<file path="config.mk">
export PLATFORM = sky130hd
export DESIGN_NAME = wr_stage_pipe_flat
export DESIGN_NICKNAME = d
export VERILOG_FILES = /design/src/rtl/wr_stage_pipe_pkg.sv /design/src/rtl/wr_stage_pipe_if.sv /design/src/rtl/wr_stage_pipe_load_extend.sv /design/src/rtl/wr_stage_pipe.sv /design/src/flat_wrapper.sv
export SDC_FILE = /design/constraint.sdc
export NUM_CORES = 1
export LEC_CHECK = 0
export BUFFER_PORTS_ARGS = -buffer_cell sky130_fd_sc_hd__buf_2
export CORE_MARGIN = 4
export CORE_UTILIZATION = 48
export CTS_CLUSTER_DIAMETER = 50
export DETAILED_ROUTE_END_ITERATION = 10
export GPL_ROUTABILITY_DRIVEN = 0
export GPL_TIMING_DRIVEN = 0
export PLACE_DENSITY = 0.82
export SYNTH_ARGS = -nofsm -noshare
export SYNTH_HDL_FRONTEND = slang
export SYNTH_SLANG_ARGS = --single-unit
</file>
<file path="constraint.sdc">
create_clock -name clk -period 2.78 [get_ports clk]
set_input_delay 0.556 -clock clk [delete_from_list [all_inputs] [get_ports clk]]
set_output_delay 0.556 -clock clk [all_outputs]
set_load 0.01 [all_outputs]
</file>
<file path="src/rtl/wr_stage_pipe_pkg.sv">
// Shared encodings and helpers for the write-back stage.
// Codes match the wb_sel_i and load_type_i fields produced by decode.
package wr_pkg;

    typedef enum logic [1:0] {
        WB_ALU  = 2'b00,
        WB_MEM  = 2'b01,
        WB_LINK = 2'b10,
        WB_AUX  = 2'b11
    } wb_sel_e;

    typedef enum logic [2:0] {
        LD_W  = 3'b000,
        LD_BS = 3'b001,
        LD_BU = 3'b010,
        LD_HS = 3'b011,
        LD_HU = 3'b100
    } ld_type_e;

    // Unused load-type codes get word alignment rules, matching load_extend.
    function automatic logic is_misaligned(input logic [2:0] load_type, input logic [1:0] addr_lo);
        case (load_type)
            LD_BS, LD_BU: return 1'b0;
            LD_HS, LD_HU: return addr_lo[0];
            default:      return (addr_lo != 2'b00);
        endcase
    endfunction

endpackage

</file>
<file path="src/rtl/wr_stage_pipe_if.sv">
// MEM-to-WB stage bundle: stage inputs from MEM plus the register-file/forwarding outputs.
interface wr_stage_pipe_if #(
    parameter int DATA_W = 32,
    parameter int REG_AW = 5,
    parameter int CNT_W  = 32
);
    // No upstream backpressure: in_valid_i qualifies each capture; stall_i holds the
    // WB register, flush_i kills the capture and wins over stall_i.
    logic              in_valid_i;
    logic              stall_i;
    logic              flush_i;
    logic [DATA_W-1:0] alu_ans_i;
    logic [DATA_W-1:0] mem_data_i;
    logic [DATA_W-1:0] pc_addr_i;
    logic [DATA_W-1:0] aux_data_i;
    logic [1:0]        wb_sel_i;
    logic [2:0]        load_type_i;
    logic              reg_we_i;
    logic [REG_AW-1:0] rd_i;
    logic              wr_en_o;
    logic [REG_AW-1:0] wr_addr_o;
    logic [DATA_W-1:0] busW_o;
    logic              misalign_o;
    logic [CNT_W-1:0]  retire_cnt_o;

    modport master (
        output in_valid_i, stall_i, flush_i, alu_ans_i, mem_data_i, pc_addr_i,
               aux_data_i, wb_sel_i, load_type_i, reg_we_i, rd_i,
        input  wr_en_o, wr_addr_o, busW_o, misalign_o, retire_cnt_o
    );

    modport slave (
        input  in_valid_i, stall_i, flush_i, alu_ans_i, mem_data_i, pc_addr_i,
               aux_data_i, wb_sel_i, load_type_i, reg_we_i, rd_i,
        output wr_en_o, wr_addr_o, busW_o, misalign_o, retire_cnt_o
    );

endinterface

</file>
<file path="src/rtl/wr_stage_pipe_load_extend.sv">
// Little-endian byte/half extraction with sign or zero extension from an aligned word.
module load_extend
    import wr_pkg::*;
#(
    parameter int DATA_W = 32
) (
    input  logic [DATA_W-1:0] i_word,
    input  logic [1:0]        i_addr_lo,
    input  logic [2:0]        i_load_type,
    output logic [DATA_W-1:0] o_data
);
    logic [7:0]  w_byte;
    logic [15:0] w_half;

    always_comb begin
        w_byte = i_word[{i_addr_lo, 3'b000} +: 8];
        w_half = i_word[{i_addr_lo[1], 4'b0000} +: 16];
        case (i_load_type)
            LD_BS:   o_data = {{(DATA_W-8){w_byte[7]}}, w_byte};
            LD_BU:   o_data = {{(DATA_W-8){1'b0}}, w_byte};
            LD_HS:   o_data = {{(DATA_W-16){w_half[15]}}, w_half};
            LD_HU:   o_data = {{(DATA_W-16){1'b0}}, w_half};
            default: o_data = i_word;
        endcase
    end

endmodule

</file>
<file path="src/rtl/wr_stage_pipe.sv">
// Write-back stage: source mux, MEM/WB register with stall/flush, write enable
// generation, misalignment pulse and retire counter.
module wr_stage_pipe
    import wr_pkg::*;
#(
    parameter int DATA_W   = 32,
    parameter int REG_AW   = 5,
    parameter int LINK_OFF = 8,
    parameter int CNT_W    = 32
) (
    input  logic         clk,
    input  logic         rst_n,
    wr_stage_pipe_if.slave bus
);
    logic [DATA_W-1:0] w_load_data;
    logic [DATA_W-1:0] w_src;
    logic              w_misaligned;
    logic              w_wr_en;

    logic              r_wr_en;
    logic [REG_AW-1:0] r_wr_addr;
    logic [DATA_W-1:0] r_busW;
    logic              r_misalign;
    logic [CNT_W-1:0]  r_retire_cnt;

    load_extend #(.DATA_W(DATA_W)) u_load_extend (
        .i_word      (bus.mem_data_i),
        .i_addr_lo   (bus.alu_ans_i[1:0]),
        .i_load_type (bus.load_type_i),
        .o_data      (w_load_data)
    );

    always_comb begin
        w_misaligned = (bus.wb_sel_i == WB_MEM) && is_misaligned(bus.load_type_i, bus.alu_ans_i[1:0]);
        case (bus.wb_sel_i)
            WB_ALU:  w_src = bus.alu_ans_i;
            WB_MEM:  w_src = w_load_data;
            WB_LINK: w_src = bus.pc_addr_i + DATA_W'(LINK_OFF);
            default: w_src = bus.aux_data_i;
        endcase
        w_wr_en = bus.in_valid_i & bus.reg_we_i & (bus.rd_i != '0) & ~w_misaligned;
    end

    // Flush only kills the write; data/address registers keep stale, don't-care values.
    always_ff @(posedge clk) begin
        if (!rst_n) begin
            r_wr_en      <= 1'b0;
            r_wr_addr    <= '0;
            r_busW       <= '0;
            r_misalign   <= 1'b0;
            r_retire_cnt <= '0;
        end else if (bus.flush_i) begin
            r_wr_en    <= 1'b0;
            r_misalign <= 1'b0;
        end else if (bus.stall_i) begin
            r_misalign <= 1'b0;
        end else begin
            r_wr_en    <= w_wr_en;
            r_wr_addr  <= bus.rd_i;
            r_busW     <= w_src;
            r_misalign <= bus.in_valid_i & w_misaligned;
            if (bus.in_valid_i) begin
                r_retire_cnt <= r_retire_cnt + CNT_W'(1);
            end
        end
    end

    assign bus.wr_en_o      = r_wr_en;
    assign bus.wr_addr_o    = r_wr_addr;
    assign bus.busW_o       = r_busW;
    assign bus.misalign_o   = r_misalign;
    assign bus.retire_cnt_o = r_retire_cnt;

endmodule

</file>
<file path="src/flat_wrapper.sv">
// flat-port wrapper written by rule: the top's interface ports become plain ports
module wr_stage_pipe_flat import wr_pkg::*;
#(
    parameter int DATA_W   = 32,
    parameter int REG_AW   = 5,
    parameter int LINK_OFF = 8,
    parameter int CNT_W    = 32
)
  (clk, rst_n, bus_in_valid_i, bus_stall_i, bus_flush_i, bus_alu_ans_i, bus_mem_data_i, bus_pc_addr_i, bus_aux_data_i, bus_wb_sel_i, bus_load_type_i, bus_reg_we_i, bus_rd_i, bus_wr_en_o, bus_wr_addr_o, bus_busW_o, bus_misalign_o, bus_retire_cnt_o);
  wr_stage_pipe_if #(.DATA_W(DATA_W), .REG_AW(REG_AW), .CNT_W(CNT_W)) bus_i ();
  input  logic clk;
  input  logic rst_n;
  input wire logic [$bits(bus_i.in_valid_i)-1:0] bus_in_valid_i;
  input wire logic [$bits(bus_i.stall_i)-1:0] bus_stall_i;
  input wire logic [$bits(bus_i.flush_i)-1:0] bus_flush_i;
  input wire logic [$bits(bus_i.alu_ans_i)-1:0] bus_alu_ans_i;
  input wire logic [$bits(bus_i.mem_data_i)-1:0] bus_mem_data_i;
  input wire logic [$bits(bus_i.pc_addr_i)-1:0] bus_pc_addr_i;
  input wire logic [$bits(bus_i.aux_data_i)-1:0] bus_aux_data_i;
  input wire logic [$bits(bus_i.wb_sel_i)-1:0] bus_wb_sel_i;
  input wire logic [$bits(bus_i.load_type_i)-1:0] bus_load_type_i;
  input wire logic [$bits(bus_i.reg_we_i)-1:0] bus_reg_we_i;
  input wire logic [$bits(bus_i.rd_i)-1:0] bus_rd_i;
  output wire logic [$bits(bus_i.wr_en_o)-1:0] bus_wr_en_o;
  output wire logic [$bits(bus_i.wr_addr_o)-1:0] bus_wr_addr_o;
  output wire logic [$bits(bus_i.busW_o)-1:0] bus_busW_o;
  output wire logic [$bits(bus_i.misalign_o)-1:0] bus_misalign_o;
  output wire logic [$bits(bus_i.retire_cnt_o)-1:0] bus_retire_cnt_o;
  assign bus_i.in_valid_i = bus_in_valid_i;
  assign bus_i.stall_i = bus_stall_i;
  assign bus_i.flush_i = bus_flush_i;
  assign bus_i.alu_ans_i = bus_alu_ans_i;
  assign bus_i.mem_data_i = bus_mem_data_i;
  assign bus_i.pc_addr_i = bus_pc_addr_i;
  assign bus_i.aux_data_i = bus_aux_data_i;
  assign bus_i.wb_sel_i = bus_wb_sel_i;
  assign bus_i.load_type_i = bus_load_type_i;
  assign bus_i.reg_we_i = bus_reg_we_i;
  assign bus_i.rd_i = bus_rd_i;
  assign bus_wr_en_o = bus_i.wr_en_o;
  assign bus_wr_addr_o = bus_i.wr_addr_o;
  assign bus_busW_o = bus_i.busW_o;
  assign bus_misalign_o = bus_i.misalign_o;
  assign bus_retire_cnt_o = bus_i.retire_cnt_o;
  wr_stage_pipe #(.DATA_W(DATA_W), .REG_AW(REG_AW), .LINK_OFF(LINK_OFF), .CNT_W(CNT_W)) u_core (.clk(clk), .rst_n(rst_n), .bus(bus_i));
endmodule
</file>
## Word-level counts from Yosys, hierarchy flattened

Cells that the tools add are included.

- Flip-flop bits (word level): 71
- Bits of input ports: 144
- Output and inout port bits: 71
- Word-level logic and storage cells: 36

- Add/subtract/negate cells: 2
- Equal/unequal tests: 6
- Shift operators: 2
- Mux-type cells: 3
- Bitwise gates (word level): 8
- Reduce and logical (&&, ||, !) cells: 10

Operators with widths:

| kind | count |
|---|---|
| one-hot mux 32 bit (4 select lines) | 1 |
| one-hot mux 32 bit (3 select lines) | 1 |
| adder 32 x 1 -> 32 bit (second input constant) | 1 |
| adder 32 x 4 -> 32 bit (second input constant) | 1 |
| indexed part select 32 x 6 -> 16 bit | 1 |
| indexed part select 32 x 6 -> 8 bit | 1 |
| equality test 3 x 2 -> 1 bit (second input constant) | 2 |
| OR reduction 2 bit | 3 |
| nonzero test 5 bit | 1 |
| AND 1 bit | 4 |
| NOT 1 bit | 4 |
| equality test 3 x 1 -> 1 bit (second input constant) | 1 |
| equality test 3 bit (second input constant) | 1 |
| AND reduction 3 bit | 1 |
| OR reduction 3 bit | 1 |
| equality test 2 x 1 -> 1 bit (second input constant) | 1 |
| equality test 2 bit (second input constant) | 1 |
| zero test 2 bit | 1 |
| one-hot mux 1 bit (2 select lines) | 1 |
| AND reduction 2 bit | 1 |
| nonzero test 2 bit | 1 |
| logical AND 1 bit | 1 |

## Logic depth before layout (Yosys ltp)

- Depth in word-level cells: 6
- Mapped depth: 7

## Hierarchy

Synthesis repeated with hierarchy kept, for this count alone.

- Cells, all modules: 667
- Area total of the unflattened synthesis: 5187.5 um2

Modules (own cells, without submodules):

| module | instances | cells each | area each (um2) |
|---|---|---|---|
| wr_stage_pipe | 1 | 515 | 4235.3 |
| load_extend | 1 | 152 | 952.2 |

## Worst setup path after synthesis

Ideal clock, no wire load.

- Path type: input to register
- Start: input port bus_alu_ans_i[0]
- End: register u_core.r_busW[18] (netlist: u_core.bus.busW_o[18])
- Setup time: 0.122 ns
- Data arrival time: 2.057 ns
- Data required time: 2.658 ns
- Path slack: 0.601 ns
- Cell stages on the path: 7
- Cells stage by stage: buf_2 mux4_2 nor3_1 or4_1 buf_2 nor2_1 a221o_1

- Longest elaborated chain between the ends: 3

RTL lines:

| element | RTL line | source |
|---|---|---|
| start: declaration | flat_wrapper.sv:16 | `input wire logic [$bits(bus_i.alu_ans_i)-1:0] bus_alu_ans_i;` |
| indexed part select 32 x 6 -> 8 bit | wr_stage_pipe_load_extend.sv:16 | `w_byte = i_word[{i_addr_lo, 3'b000} +: 8];` |
| one-hot mux 32 bit (4 select lines) | wr_stage_pipe_load_extend.sv:18 | `case (i_load_type)` |
| one-hot mux 32 bit (3 select lines) | wr_stage_pipe.sv:35 | `case (bus.wb_sel_i)` |
| end signal: assignment | wr_stage_pipe.sv:60 | `r_busW <= w_src;` |
| end: declaration | wr_stage_pipe.sv:22 | `logic [DATA_W-1:0] r_busW;` |

No other way between the ends.
A chain may end at the register's enable or synchronous reset.

## Final worst setup path

- Start: input port bus_pc_addr_i[5]
- End: register u_core.r_busW[18] (netlist: u_core.bus.busW_o[18])

- Longest elaborated chain between the ends: 2

RTL lines:

| element | RTL line | source |
|---|---|---|
| start: declaration | flat_wrapper.sv:18 | `input wire logic [$bits(bus_i.pc_addr_i)-1:0] bus_pc_addr_i;` |
| adder 32 x 4 -> 32 bit | wr_stage_pipe.sv:38 | `WB_LINK: w_src = bus.pc_addr_i + DATA_W'(LINK_OFF);` |
| one-hot mux 32 bit (3 select lines) | wr_stage_pipe.sv:35 |  |

No other way between the ends.

==> impl_metrics.ini <==
[outcome]
status = complete, no violations

[die]
core-area_mm2 = 0.00937
rows = 35
die-area_mm2 = 0.0114
ios = 215
die_h_um = 107
start_util = 0.498
fp.dieW_um = 107

[place]
dp_hpwl_mm = 14.8
post-place-ws_ns = 0.153
dpl_cell_area_mm2 = 0.00588
io_buffer_count = 209

[setup_path]
cp_top_family = simple AND/OR/NAND/NOR gates
start_kind = input pin
crit_required_ns = 3.03
worstRegToRegCells = 6
arrival_ns = 2.58
crit_buf_inv = 1
crit_fanout = 7
cpPeakStageDelay_ns = 0.88
crit_chain = buf_2, nand4_1, nor4_1, and3_1, o21ai_0, a221o_1
crit_type = in -> reg
end_kind = register
critPathSlowestCell = nor4_1
cp.depth = 6

[power_and_ir_drop]
peakVddDrop_v = 0.000240
p_int_mw = 1.79
power_density_mw_per_mm2 = 423
p_switching_uw = 792
sequentialPowerShare = 0.418
clkPwrFrac = 0.375
leakage_nw = 2.58
combPwrFrac = 0.207
finalPower_mw = 2.58
swShare = 0.307

[route]
ant_nets = 0
wl_mm = 18.3
num_vias = 5882
avgRoutedWirePerCell_um = 19.0
avgViaCountPerCell = 6.13
drc = 0
first_pass_iters = 6
first_iter_violations = 576

[timing]
fin_crit_sh = 0.835
fin_worst_skew_ns = 0.0121
tightest_slew_ns = 0.974
fmax_mhz = 431
drv_slew = 0
rsz0062_at_grt = false
holdWs_ns = 0.439
hold_viol = 0
period_needed_ns = 2.32
layout_setup_ws_ns = 0.459
setup_violations = 0
slew_headroom = 0.344
finalSetupTns_ns = 0

[run]
maxCapViolCount = 0

[logic_synthesis]
syn_area_mm2 = 0.00467
synth_edf_count = 0
async_flop_share = 0
netlist_instances = 604
ys.warnings.count = 0
yosysUniqueCellTypes = 60
yosys_register_bits = 71
synth_nets = 750
avgSynthCellArea_um2 = 7.73
synth_ff_type = dfxtp_1
ys_seq_area_frac = 0.304

[global_routing]
antenna_found_initial = 2
grt_max_degree = 15
grt_pass1_vias = 5610
grtUsageTotal = 0.309
grt_overflow = 0
grt_pass1_wl_mm = 28.2

[clock_tree]
clkTransAtPathRegs_ns = 0.09
cts_sinks = 71
clk_latency_ns = 0.36
cts_tree = yes
cts_resized = 0
cts_root_buffer = clkbuf_8
hold_buffers = 0
cts_setup_buffers = 0
cts_inserted_buffers = 9
cts-htree-levels = 3
clockBufferDepth = 2

[cells_and_area]
fin_area_mm2 = 0.00611
final_nets = 970
n_fill_cell = 877
drive_gt1_frac = 0.294
syn2layout_area_growth_pct = 30.8

[hold_path]
hold_path_depth = 2
holdCritPathClass = in -> reg
==> synthesized netlist by cell type, types with 6 or more instances <==
library cell / instances / area share
nor3_1: 18 / 0.019
xnor2_1: 27 / 0.051
o221ai_1: 26 / 0.049
a31oi_1: 9 / 0.012
nor3b_1: 6 / 0.0096
xor2_1: 17 / 0.032
nand4_1: 12 / 0.016
nor2b_1: 6 / 0.0080
inv_1: 10 / 0.0080
nand2b_1: 11 / 0.015
nand2_1: 67 / 0.054
nand3_1: 23 / 0.025
o21ai_0: 33 / 0.035
dfxtp_1: 71 / 0.30
or4_1: 8 / 0.013
mux2i_1: 15 / 0.032
nor2_1: 65 / 0.052
clkbuf_1: 32 / 0.026
a21oi_1: 25 / 0.027
o22ai_1: 7 / 0.0094
a221o_1: 12 / 0.026
o211ai_1: 16 / 0.026
a221oi_1: 7 / 0.013
==> power groups by stage <==
stage,sequential [mW],clock (mW),combinational (mW)
floorplan,1.12,0,0.245
global placement,1.10,0,0.508
detailed placement,1.10,0,0.519
CTS,1.08,0.962,0.522
global route,1.08,1.02,0.573
finish,1.08,0.967,0.533
==> per-stage QoR <==
stage	utilization	std cells
final	0.652	959
after floorplan	-	604
after CTS	0.651	958
after global routing	0.652	959
after global placement	0.627	942
after detailed placement	0.627	942
==> sequential cells by signal, indices dropped and copies added, names as in the netlist <==
register and flops:
u_core.bus.wr_en_o 1, u_core.bus.misalign_o 1, u_core.bus.wr_addr_o 5, u_core.bus.busW_o 32
u_core.bus.retire_cnt_o 32
==> layout by cell type (no fill, tap or decap), types with 3 or more instances in the layout <==
cell / netlist / routed
nand2_1: 67 / 67
nor3b_1: 6 / 6
buf_1: 3 / 3
a211oi_1: 3 / 3
and2_1: 4 / 4
clkbuf_8: 0 / 9
o21ai_0: 33 / 33
o221ai_1: 26 / 26
nand3_1: 23 / 23
or2_2: 3 / 3
nor3_1: 18 / 18
nor2_1: 65 / 65
xnor2_1: 27 / 27
and3_1: 5 / 5
nor2b_1: 6 / 6
inv_1: 10 / 10
a31oi_1: 9 / 9
o31ai_1: 5 / 5
nand4_1: 12 / 12
and4_1: 5 / 5
mux2i_1: 15 / 15
o211ai_1: 16 / 16
or4_1: 8 / 8
a221oi_1: 7 / 7
or3_1: 5 / 5
nand2b_1: 11 / 11
nand3b_1: 3 / 3
buf_2: 5 / 214
dfxtp_1: 71 / 71
o2111ai_1: 3 / 3
xor2_1: 17 / 17
a21oi_1: 25 / 25
nor4_1: 4 / 4
a221o_1: 12 / 12
clkbuf_1: 32 / 32
o22ai_1: 7 / 7
mux2_2: 4 / 4
==> cell families (layout without fill, tap and decap cells) <==
logic type / after synthesis / after routing / share of synthesized area
compound gates: 163 / 163 / 0.248
flops: 71 / 71 / 0.304
other cells: 0 / 1 / 0
buf+inv: 51 / 276 / 0.0423
fa+ha+maj: 2 / 2 / 0.00536
xor+xnor: 44 / 44 / 0.0825
mux: 20 / 20 / 0.0466
simple gates: 253 / 253 / 0.271
==> routing by layer <==
metal / part of all wire / vias to the layer above / GRT usage / wire [um]
li1: - / 2708 / - / -
met1: 0.39 / 2714 / 0.394 / 7110
met2: 0.46 / 391 / 0.512 / 8440
met3: 0.10 / 67 / 0.0524 / 1890
met4: 0.043 / 2 / 0.139 / 793
met5: 0.00071 / - / 0 / 13
==> final cells by class <==
type                       instances  area [um2]  area share
clock inverter                     7         103      0.0168
sequential                        71        1420       0.233
multi-input combinational        482        3050       0.500
buffer                            40         156      0.0256
antenna                            1        2.50    0.000410
tap                              129         161      0.0264
inverter                          11        41.3     0.00676
timing repair buffer             209        1050       0.171
clock buffer                       9         124      0.0203
==> path summary, 6_finish.rpt <==
check / endpoint / slack [ns] / start
max: u_core.bus.busW_o[18] / 0.46 / bus_pc_addr_i[5]
min: u_core.bus.wr_en_o / 0.44 / bus_flush_i
max reg2reg: u_core.bus.retire_cnt_o[30] / 0.63 / u_core.bus.retire_cnt_o[10]
min reg2reg: u_core.bus.wr_addr_o[4] / 0.46 / u_core.bus.wr_addr_o[4]
Note: power is estimated with default switching activity, not from simulation.
